[src/rtl/mux_pipe_nch.sv]
// Registered N-channel selector with valid/ready handshake, flush and a wrapping transfer counter.
// Optional build macro MUX_PIPE_SKID_EN adds a one-entry skid buffer and decouples in_ready from out_ready.
module mux_pipe_nch #(
  parameter int NBITS = 7,
  parameter int NCH   = 4,
  parameter int SELW  = 2,
  parameter int CNTW  = 8
) (
  input  logic                 clk,
  input  logic                 rst_n,
  input  logic [NCH*NBITS-1:0] in_data,
  input  logic [SELW-1:0]      sel,
  input  logic                 in_valid,
  output logic                 in_ready,
  input  logic                 flush,
  output logic [NBITS-1:0]     out_data,
  output logic [SELW-1:0]      out_sel,
  output logic                 out_valid,
  input  logic                 out_ready,
  output logic                 sel_err,
  output logic [CNTW-1:0]      xfer_cnt
);

  logic [NBITS-1:0] pick_data;
  logic             pick_err;
  logic             accept;
  logic             xfer;

  logic [NBITS-1:0] data_reg;
  logic [SELW-1:0]  sel_reg;
  logic             valid_reg;
  logic             err_reg;
  logic [CNTW-1:0]  cnt_reg;

  // Out-of-range selects yield zero data; the error flag is raised separately.
  always_comb begin
    pick_data = '0;
    for (int k = 0; k < NCH; k++) begin
      if (sel == SELW'(k)) pick_data = in_data[k*NBITS +: NBITS];
    end
    pick_err = ({1'b0, sel} >= (SELW+1)'(NCH));
  end

  assign xfer   = valid_reg & out_ready;
  assign accept = in_valid & in_ready;

`ifdef MUX_PIPE_SKID_EN
  logic [NBITS-1:0] skid_data_reg;
  logic [SELW-1:0]  skid_sel_reg;
  logic             skid_valid_reg;

  assign in_ready = !flush && !skid_valid_reg;

  always_ff @(posedge clk) begin
    if (!rst_n) begin
      data_reg       <= '0;
      sel_reg        <= '0;
      valid_reg      <= 1'b0;
      err_reg        <= 1'b0;
      cnt_reg        <= '0;
      skid_data_reg  <= '0;
      skid_sel_reg   <= '0;
      skid_valid_reg <= 1'b0;
    end else begin
      err_reg <= accept & pick_err;
      if (xfer) cnt_reg <= cnt_reg + CNTW'(1);
      if (flush) begin
        valid_reg      <= 1'b0;
        skid_valid_reg <= 1'b0;
      end else if (accept && (!valid_reg || xfer)) begin
        // Skid is necessarily empty here, so the new word goes straight to the output.
        data_reg  <= pick_data;
        sel_reg   <= sel;
        valid_reg <= 1'b1;
      end else if (accept) begin
        skid_data_reg  <= pick_data;
        skid_sel_reg   <= sel;
        skid_valid_reg <= 1'b1;
      end else if (xfer && skid_valid_reg) begin
        data_reg       <= skid_data_reg;
        sel_reg        <= skid_sel_reg;
        skid_valid_reg <= 1'b0;
      end else if (xfer) begin
        valid_reg <= 1'b0;
      end
    end
  end
`else
  assign in_ready = !flush && (!valid_reg || out_ready);

  always_ff @(posedge clk) begin
    if (!rst_n) begin
      data_reg  <= '0;
      sel_reg   <= '0;
      valid_reg <= 1'b0;
      err_reg   <= 1'b0;
      cnt_reg   <= '0;
    end else begin
      err_reg <= accept & pick_err;
      if (xfer) cnt_reg <= cnt_reg + CNTW'(1);
      if (flush) begin
        valid_reg <= 1'b0;
      end else if (accept) begin
        data_reg  <= pick_data;
        sel_reg   <= sel;
        valid_reg <= 1'b1;
      end else if (xfer) begin
        valid_reg <= 1'b0;
      end
    end
  end
`endif

  assign out_data  = data_reg;
  assign out_sel   = sel_reg;
  assign out_valid = valid_reg;
  assign sel_err   = err_reg;
  assign xfer_cnt  = cnt_reg;

endmodule

[config.mk]
export PLATFORM = sky130hd
export DESIGN_NAME = mux_pipe_nch
export DESIGN_NICKNAME = d
export VERILOG_FILES = /design/src/rtl/mux_pipe_nch.sv
export SDC_FILE = /design/constraint.sdc
export NUM_CORES = 1
export LEC_CHECK = 0
export ABC_AREA = 1
export CAP_MARGIN = 15
export CORE_ASPECT_RATIO = 1.4
export CORE_MARGIN = 2
export CORE_UTILIZATION = 39
export DETAILED_ROUTE_END_ITERATION = 6
export GPL_ROUTABILITY_DRIVEN = 0
export PLACE_DENSITY = 0.91
export SLEW_MARGIN = 20
export SYNTH_ARGS = -nofsm -noshare
export SYNTH_HDL_FRONTEND = slang
export SYNTH_SLANG_ARGS = --single-unit
[constraint.sdc]
create_clock -name clk -period 1.4 [get_ports clk]
set_input_delay 0.28 -clock clk [delete_from_list [all_inputs] [get_ports clk]]
set_output_delay 0.28 -clock clk [all_outputs]
set_load 0.05 [all_outputs]
# Word-level counts from Yosys, hierarchy flattened
# Index checks and enable logic that the tools add are counted.
[totals] reg_bits=18 word_cells=26 out_inout_bits=20 in_bits=35
[op_classes] n_reduce_logical=8 n_bitwise=4 mux=6 n_addsub=1 n_eq_ne=3
[ops] op="7-bit two-way mux" count=4
[ops] op="8-bit by 1-bit adder with 8-bit output (second input constant)" count=1
[ops] op="2-bit equality test (second input constant)" count=2
[ops] op="1-bit AND" count=2
[ops] op="2-bit by 1-bit equality test with 1-bit output (second input constant)" count=1
[ops] op="1-bit logical NOT" count=2
[ops] op="2-bit logical NOT" count=1
[ops] op="1-bit two-way mux" count=2
[ops] op="1-bit inverter" count=2
[ops] op="2-bit AND reduction" count=1
[ops] op="2-bit nonzero test" count=1
[ops] op="2-bit OR reduction" count=1
[ops] op="1-bit logical AND" count=1
[ops] op="1-bit logical OR" count=1

# Longest topological paths before layout
# Gate-level depths: netlist (run 1).
[logic_depth] word_depth=5 depth_mapped=8 ltp_nobuf=8

# Worst setup path before layout (run 1)
# OpenSTA, ideal clock, no wires.
[synth_timing] path_kind="register to output" from="reg valid_reg, in the netlist out_valid" to="out in_ready" path_buffers=0 setup_slack_ns=-0.165 t_required_ns=1.120 arrival_time_ns=1.285 path_stages_with_launch=4 cell_sequence="dfxtp_1 inv_1 nor2_1 nor2_1"
[synth_via] elab_chain_cells=3
[synth_rtl] element="from (decl)" line_no="31" source="logic valid_reg;"
[synth_rtl] element="from (signal assigned)" line_no="95" source="valid_reg <= 1'b0;"
[synth_rtl] element="from (signal assigned)" line_no="102" source="valid_reg <= 1'b0;"
[synth_rtl] element="from (signal assigned)" line_no="106" source="valid_reg <= 1'b1;"
[synth_rtl] element="1-bit logical NOT" line_no="89" source="assign in_ready = !flush && (!valid_reg || out_ready);"
[synth_rtl] element="1-bit logical OR" line_no="89"
[synth_rtl] element="1-bit logical AND" line_no="89"
[synth_rtl] element="to (decl)" line_no="14" source="output logic in_ready,"
# No other way between the ends.

# Worst setup path in the final report (run 1)
[layout_timing] from="in flush" to="out in_ready"
[layout_via] elab_chain_cells=2
[layout_rtl] element="from (decl)" line_no="15" source="input logic flush,"
[layout_rtl] element="1-bit logical NOT" line_no="89"
[layout_rtl] element="1-bit logical AND" line_no="89"
# No other way between the ends.

==> flow_summary.yaml, run 1 <==
outcome:
  status: "complete, no violations"
grt:
  grt-ovfl-total: 0
  grt_pass1_wl_um: 4730
  track_usage_pct: 20.9
  antenna_found_initial: 0
  grt_max_degree: 15
  grt_pass1_vias: 1208
setup_path:
  cp-end-kind: "primary output"
  path_max_fanout: 3
  crit_chain: "clkdlybuf4s50_1, nor2_2, buf_12"
  crit_slowest_cell: "clkdlybuf4s50_1"
  cp_top_family: "buffers and inverters"
  cp-start-kind: "primary input"
  crit_arrival_ns: 1.05
  cp.required_ns: 1.12
  crit_type: "in -> out"
  slowest_delay_ns: 0.45
  path_buf_inv: 2
layout:
  layout.nets: 271
  drive_gt1_share_pct: 19.2
  multi_input_area_um2: 561
  antenna_cells: 0
  instances_no_fill: 270
  final_cell_mix: "nand2_1 (58), clkdlybuf4s50_1 (33), nor2_1 (22), inv_1 (21), buf_12 (19)"
  final_common_cell: "nand2_1"
  fill_cells: 201
  register_area_um2: 367
  area_delta_synth_final_pct: 83.0
  final_util_pct: 73.5
drt:
  drt-pass1-iter-count: 4
  viasPerCell: 4.59
  drtIter0Drc: 21
  wl_per_cell_um: 9.95
  drc: 0
  wirelength_um: 2690
  vias: 1238
  final_antenna_net_count: 0
pwr:
  ir_worst_vdd_uv: 443
  power_per_cell_area_nw_per_um2: 675
  p_leak_nw: 0.835
clock_network:
  cts_root_buf: "clkbuf_4"
  post_cts_buffers: 0
  clock_path_buffers: 2
  htreeDepth: 1
  cts_tree: "done"
  clkSlewWorstSetupHoldPaths_ns: 0.10
  clock-sinks: 18
  clock_latency_ns: 0.29
  numCtsBuffers: 3
logic_synthesis:
  yosysSeqAreaShare_pct: 34.7
  synthMuxAreaShare_pct: 0
  synth-xor-area-share_pct: 0
  synth_top_area_share_pct: 34.7
  avgSynthCellArea_um2: 6.11
  synth_fa_ha_area_share_pct: 1.20
  synth_top_area_cell: "dfxtp_1"
  syn-num-nets: 206
  ys_warn_count: 0
  synth_top_family_by_area: "simple AND/OR/NAND/NOR gates"
  synth_compound_area_share_pct: 5.30
  synth_area_um2: 1040
  synth_seq_cells: 18
  synth-simple-area-share_pct: 46.6
  synth.area.top_cells: "dfxtp_1 (35%), nand2_1 (21%), nor2_1 (8.7%)"
  yosysUniqueCellTypes: 20
  syn_inst: 170
placement:
  place_hpwl_um: 2300
  io_buffers: 53
  post-place-cells: 266
job:
  maxCapViolCount: 0
hold_path:
  hold_path.class: "in -> reg"
timing:
  setup_violations: 0
  min_period_over_period_pct: 95.0
  slew_violations: 0
  fin_skew_ns: 0.00297
  layout_min_cycle_time_ns: 1.33
  timing.final.hold_violations: 0
  rsz0062_at_grt: "false"
  max_freq_mhz: 752
floorplan:
  die_w_um: 47.6
  io_pins: 55
  rows: 22
  die_area_um2: 3100
  core_area_um2: 2590
  start_util_pct: 40.1
  die_h_um: 65.1
[metrics by stage]
| stage | hold WS (ns) | worst slack [ns] | total power, mW | setup TNS (ns) | cell area, um^2 |
|---|---|---|---|---|---|
| floorplan | 0.352 | 0.0429 | 0.746 | 0 | 1040 |
| global placement | 0.482 | -0.0751 | 0.974 | -0.814 | 1860 |
| detailed placement | 0.494 | -0.121 | 0.981 | -1.27 | 1860 |
| CTS | 0.479 | 0.0157 | 1.30 | 0 | 1900 |
| global route | 0.519 | 0.00753 | 1.35 | 0 | 1900 |
| finish | 0.480 | 0.0699 | 1.28 | 0 | 1900 |
[cell type report]
class                   instances  area share [%]
clock buffers                   4            1.91
inverters                      24            4.74
multi-input cells             124            29.5
flip-flops and latches         18            19.3
well taps                      36            2.37
repair buffers                 64            42.2
[cell usage after synthesis, drive strengths merged]
library cell	count
inv	22
ha	1
dfxtp	18
clkinv	2
nor3	4
clkbuf	2
nand3b	1
nand3	15
conb	1
buf	2
a21oi	6
nand2	58
o21ai	5
nor2	28
or2	3
nand4	2
[tightest hold or removal path, cell delays in order]
cell and delay (ns):
dlygate4sd2_1 0.27, nor2_2 0.07, nor2_1 0.08, nor3_1 0.05
[flip-flops by register name (all words and copies together) (netlist names)]
name and cells:
xfer_cnt 8, out_valid 1, out_data 7, out_sel 2
[worst paths after layout]
kind / startpoint / endpoint / slack, ns / cells after the start
setup / recovery: flush / in_ready / 0.07 / 3
hold / removal: out_ready / out_valid / 0.48 / 4
setup reg to reg: xfer_cnt[0] / xfer_cnt[6] / 0.20 / 6
hold reg to reg: xfer_cnt[5] / xfer_cnt[5] / 0.51 / 2
[metal layers]
metal	vias up	GRT usage, %	wire length [um]
li1	649	-	-
met1	534	21.0	993
met2	47	38.0	1500
met3	8	2.79	118
met4	0	11.8	77
met5	-	0	0
[report_power, final]
part | internal [mW] | switching [mW]
Combinational | 0.221 | 0.189
Clock | 0.158 | 0.158
Sequential | 0.532 | 0.0241
[what timing repair did]
| item | CTS | global route |
|---|---|---|
| gates resized for setup | 2 | 1 |
| pin swaps | 1 | 1 |
| endpoints found under the setup margin | 1 | 1 |
| gates cloned | 0 | 0 |
| hold buffers | 0 | 0 |
[kinds of logic (layout without fill, tap and decap cells)]
group	count (synthesis)	after routing
flops	18	18
buf+inv	28	92
fa+ha+maj	1	1
simple gates	111	111
compound gates	11	11
other cells	1	1
(Power assumes the default switching activity.)
==> run 2: changes to the inputs <==
--- a/config.mk
+++ b/config.mk
@@ -13,6 +13,7 @@
 export DETAILED_ROUTE_END_ITERATION = 6
 export GPL_ROUTABILITY_DRIVEN = 0
 export PLACE_DENSITY = 0.91
+export SKIP_LAST_GASP = 1
 export SLEW_MARGIN = 20
 export SYNTH_ARGS = -nofsm -noshare
 export SYNTH_HDL_FRONTEND = slang
==> results of run 2 <==
The final DEF is identical to that of run 1; final timing and power are the same.
==> run 3: changes to the inputs <==
--- a/config.mk
+++ b/config.mk
@@ -10,6 +10,7 @@
 export CORE_ASPECT_RATIO = 1.4
 export CORE_MARGIN = 2
 export CORE_UTILIZATION = 39
+export CTS_BUF_LIST = sky130_fd_sc_hd__clkbuf_16
 export DETAILED_ROUTE_END_ITERATION = 6
 export GPL_ROUTABILITY_DRIVEN = 0
 export PLACE_DENSITY = 0.91
==> run 3 against run 2 <==
Compared with the run above: maximum frequency is 1.6% higher; register-to-register slack hardly changed; clock-buffer cell count is 1 lower; utilization is 1.5 points higher; global-route usage is 1.0 points higher; critical path depth stayed put; design area is 2.1% higher; combinational power hardly changed; sequential power hardly changed; critical path type unchanged.
==> flow_summary.yaml, run 3 (synthesized netlist as in run 1, its figures left out) <==
clock_network:
  htreeDepth: 1
  clock_latency_ns: 0.25
  post_cts_buffers: 0
  cts_root_buf: "clkbuf_16"
  numCtsBuffers: 3
  cts_tree: "done"
  clock_path_buffers: 2
  clkSlewWorstSetupHoldPaths_ns: 0.05
  clock-sinks: 18
layout:
  final_cell_mix: "nand2_1 (58), clkdlybuf4s50_1 (33), nor2_1 (22), inv_1 (21), buf_12 (19)"
  area_delta_synth_final_pct: 86.9
  fill_cells: 191
  final_common_cell: "nand2_1"
  drive_gt1_share_pct: 18.8
  layout.nets: 271
  finish.instance_area_um2: 1940
  register_area_um2: 364
  antenna_cells: 0
  final_util_pct: 75.0
  largest_reg_flops: 8
  multi_input_area_um2: 561
setup_path:
  cp_top_family: "buffers and inverters"
  rr_worst_depth: 6
  crit_chain: "clkdlybuf4s50_1, nor2_2, buf_12"
  timing.rr.start: "xfer_cnt[0]"
  crit_arrival_ns: 1.03
  worst-r2r-setup-slack_ns: 0.21
  r2r_end: "xfer_cnt[6]"
  path_buf_inv: 2
  cp-start-kind: "primary input"
  slowest_delay_ns: 0.45
  crit_type: "in -> out"
  path_max_fanout: 3
  cp-end-kind: "primary output"
  cp.required_ns: 1.12
  crit_slowest_cell: "clkdlybuf4s50_1"
grt:
  track_usage_pct: 21.9
  antenna_found_initial: 0
  grt-ovfl-total: 0
  grt_pass1_wl_um: 4920
  grt_max_degree: 15
  grt_pass1_vias: 1235
floorplan:
  die_area_um2: 3100
  io_pins: 55
  core_area_um2: 2590
  rows: 22
  die_w_um: 47.6
  die_h_um: 65.1
  start_util_pct: 40.1
hold_path:
  min_to: "xfer_cnt[5]"
  holdPathStages: 2
  hold_path.class: "reg -> reg"
  hp-start: "xfer_cnt[5]"
drt:
  drc: 0
  wl_per_cell_um: 10.4
  wirelength_um: 2820
  final_antenna_net_count: 0
  drt-pass1-iter-count: 4
  drtIter0Drc: 21
  viasPerCell: 4.69
  vias: 1266
outcome:
  status: "complete, no violations"
timing:
  setup_violations: 0
  min_period_over_period_pct: 93.5
  timing.final.hold_violations: 0
  fin_skew_ns: 0.00203
  slew_violations: 0
  rsz0062_at_grt: "false"
  layout_min_cycle_time_ns: 1.31
  layout_setup_ws_ns: 0.0913
  max_freq_mhz: 764
pwr:
  p_clk_share_pct: 37.3
  ir_worst_vdd_uv: 558
  p_leak_nw: 0.853
  pwr-share-comb_pct: 26.6
  switching_power_uw: 413
  internal_power_mw: 1.13
  sw_frac_of_total_pct: 26.7
  power_per_cell_area_nw_per_um2: 797
  power_mw: 1.55
  power_frac_seq_pct: 36.1
placement:
  place_hpwl_um: 2300
  io_buffers: 53
  place_ws_ns: -0.121
  dpl-instance-area_um2: 1860
job:
  maxCapViolCount: 0
## run 3: cell types whose count changed in the layout (fill, tap and decap cells not counted), sizes merged
cell	delta
clkbuf	-1
clkinv	+1
## run 3: final cells by class
cell class | count | area share [%]
clock buffers | 3 | 3.87
inverters | 24 | 4.64
flip-flops and latches | 18 | 18.8
multi-input cells | 124 | 28.9
clock inverters | 1 | 0.193
well taps | 36 | 2.32
repair buffers | 64 | 41.3
## run 3: metrics by stage
step           instances  TNS, ns  hold slack [ns]
3_3_place_gp         266   -0.814            0.482
3_5_place_dp         266    -1.27            0.494
2_1_floorplan        170        0            0.352
4_1_cts              270        0            0.503
5_1_grt              270        0            0.530
6_report             270        0            0.500
## run 3: worst min-delay path, stage by stage (launching register included)
cell and delay, ns:
dfxtp_1 0.34, inv_1 0.06, a21oi_1 0.05
## run 3: worst max-delay path by stage
stage                 from     endpoint  slack [ns]  depth (start not counted)
3_3_place_gp     out_ready  out_data[6]       -0.08                          8
3_5_place_dp     out_ready  xfer_cnt[4]       -0.12                          8
6_report             flush     in_ready        0.09                          3
5_1_grt             sel[0]  out_data[5]       0.009                          7
4_1_cts          out_valid     in_ready        0.06                          4
2_1_floorplan  xfer_cnt[3]  xfer_cnt[4]        0.04                          6
## run 3: layer usage
layer / up-vias / share of wire [%] / track usage [%]
met3: 8 / 4.4 / 3.62
met2: 49 / 58 / 41.4
met4: 0 / 2.6 / 11.1
li1: 650 / - / -
met1: 559 / 35 / 20.6
met5: - / 0 / 0
## run 3: power by group through the flow
stage / combinational [mW] / clock (mW) / sequential (mW)
floorplan: 0.118 / 0 / 0.628
global placement: 0.405 / 0 / 0.569
detailed placement: 0.411 / 0 / 0.570
CTS: 0.413 / 0.578 / 0.559
global route: 0.449 / 0.599 / 0.561
finish: 0.412 / 0.577 / 0.559
## run 3: repair_timing
action / 4_1_cts / 5_1_grt
pin swaps: 1 / 0
hold buffers: 0 / 0
endpoints found under the setup margin: 1 / 1
gates resized for setup: 1 / 1
==> RTL change, RTL diff (config.mk and constraints of run 3) <==
The parameter `CNTW` goes from 8 to 7.
--- a/src/rtl/mux_pipe_nch.sv
+++ b/src/rtl/mux_pipe_nch.sv
@@ -4,7 +4,7 @@
   parameter int NBITS = 7,
   parameter int NCH   = 4,
   parameter int SELW  = 2,
-  parameter int CNTW  = 8
+  parameter int CNTW  = 7
 ) (
   input  logic                 clk,
   input  logic                 rst_n,
Interface: changed (resized xfer_cnt); port bits go from 55 to 54. The function was not compared with the original's and may differ.
==> RTL change against run 3 <==
  * Total power shrank 7.5%
  * Worst setup slack lost 0.019 ns
  * Die area shrank 10%
  * Synthesized area shrank 11%
  * Critical path depth is the same
  * Via count shrank 7.9%
  * Sequential cell count shrank 1
  * Count of clock-buffer cells in the layout is the same
  * Global-route usage grew 0.53 points
  * Wire length grew 4.2%
  * Cell area shrank 8.6%
  * Largest power group unchanged
==> RTL change: results (changes against run 3) <==
* Run status: finished, final reports clean (unchanged)
* Final Net Count at 242 (was 271)
* Multi-In Gates at 106 (was 124)
* Global-route wire length before repair at 4570 um (was 4920 um)
* Setup Skew at 0.00354 ns (was 0.00203 ns)
* Tot GR Track Use at 22.5% (was 21.9%)
* FILL cells at 142 (was 191)
* Hold worst-path end: out_sel[1] (was xfer_cnt[5])
* Hold slack at 0.513 ns (was 0.500 ns)
* Buffer share of cell area at 43.7% (was 41.3%)
* Setup WS post-layout at 0.0719 ns (was 0.0913 ns)
* Syn_nets at 179 (was 206)
* Initial DRC count at 19 (was 21)
* Multi-input logic area at 489 um2 (was 561 um2)
* Placed wire-length estimate at 2340 um (was 2300 um)
* Number of port buffers at 52 (was 53)
* Area contributors post-synth: dfxtp_1, nand2_1, nor2_1 (unchanged)
* Inverters at 16 (was 24)
* Synth top cells by count: nand2_1, nor2_1, dfxtp_1, nand3_1, inv_1 (was nand2_1, nor2_1, inv_1, dfxtp_1, nand3_1)
* Share of layout cells above drive strength 1 at 19.0% (was 18.8%)
* Register area at 344 um2 (was 364 um2)
* CORE AREA at 0.00220 mm2 (was 0.00259 mm2)
* R2R setup slack at 0.18 ns (was 0.21 ns)
* Clk cell area share at 4.44% (was 4.06%)
* Via Count at 1166 (was 1266)
* Non-clk bufs at 62 (was 64)
* Number of placed cells counting well taps at 223 (was 266)
* Register area share after synthesis at 36.9% (was 34.7%)
* Detailed Route WL at 2930 um (was 2820 um)
* Pre-CTS WS at -0.155 ns (was -0.121 ns)
* Leak pwr at 0.000765 uW (was 0.000853 uW)
* Synth Area per Inst at 6.45 um2 (was 6.11 um2)
RTL change: kinds of logic (layout without fill, tap and decap cells):
| kind of cell | Yosys count | after routing | synth area share, % |
|---|---|---|---|
| compound gates | 25 | 25 | 14.2 |
| buf+inv | 20 | 82 | 10.3 |
| simple gates | 79 | 79 | 36.8 |
| flops | 17 | 17 | 36.9 |
| fa+ha+maj | 1 | 1 | 1.36 |
| other cells | 1 | 1 | 0.407 |
RTL change: what timing repair did:
action / in CTS / in global routing
gates resized for setup: 1 / 0
hold endpoints to repair: 0 / 0
endpoints found under the setup margin: 1 / 0
RTL change: report_power, final:
| group | internal, uW | switching [uW] | leakage, uW | total, uW |
|---|---|---|---|---|
| logic | 192 | 165 | 0.000583 | 356 |
| registers | 502 | 19.9 | 0.000140 | 521 |
| clock network | 378 | 175 | 0.0000423 | 553 |
RTL change: metal layers:
metal,global-route usage (%),vias up,routed length (um)
met1,22.4,511,1030
met5,0,-,0
met4,9.66,0,59
met3,2.35,8,175
li1,-,581,-
met2,45.1,66,1670
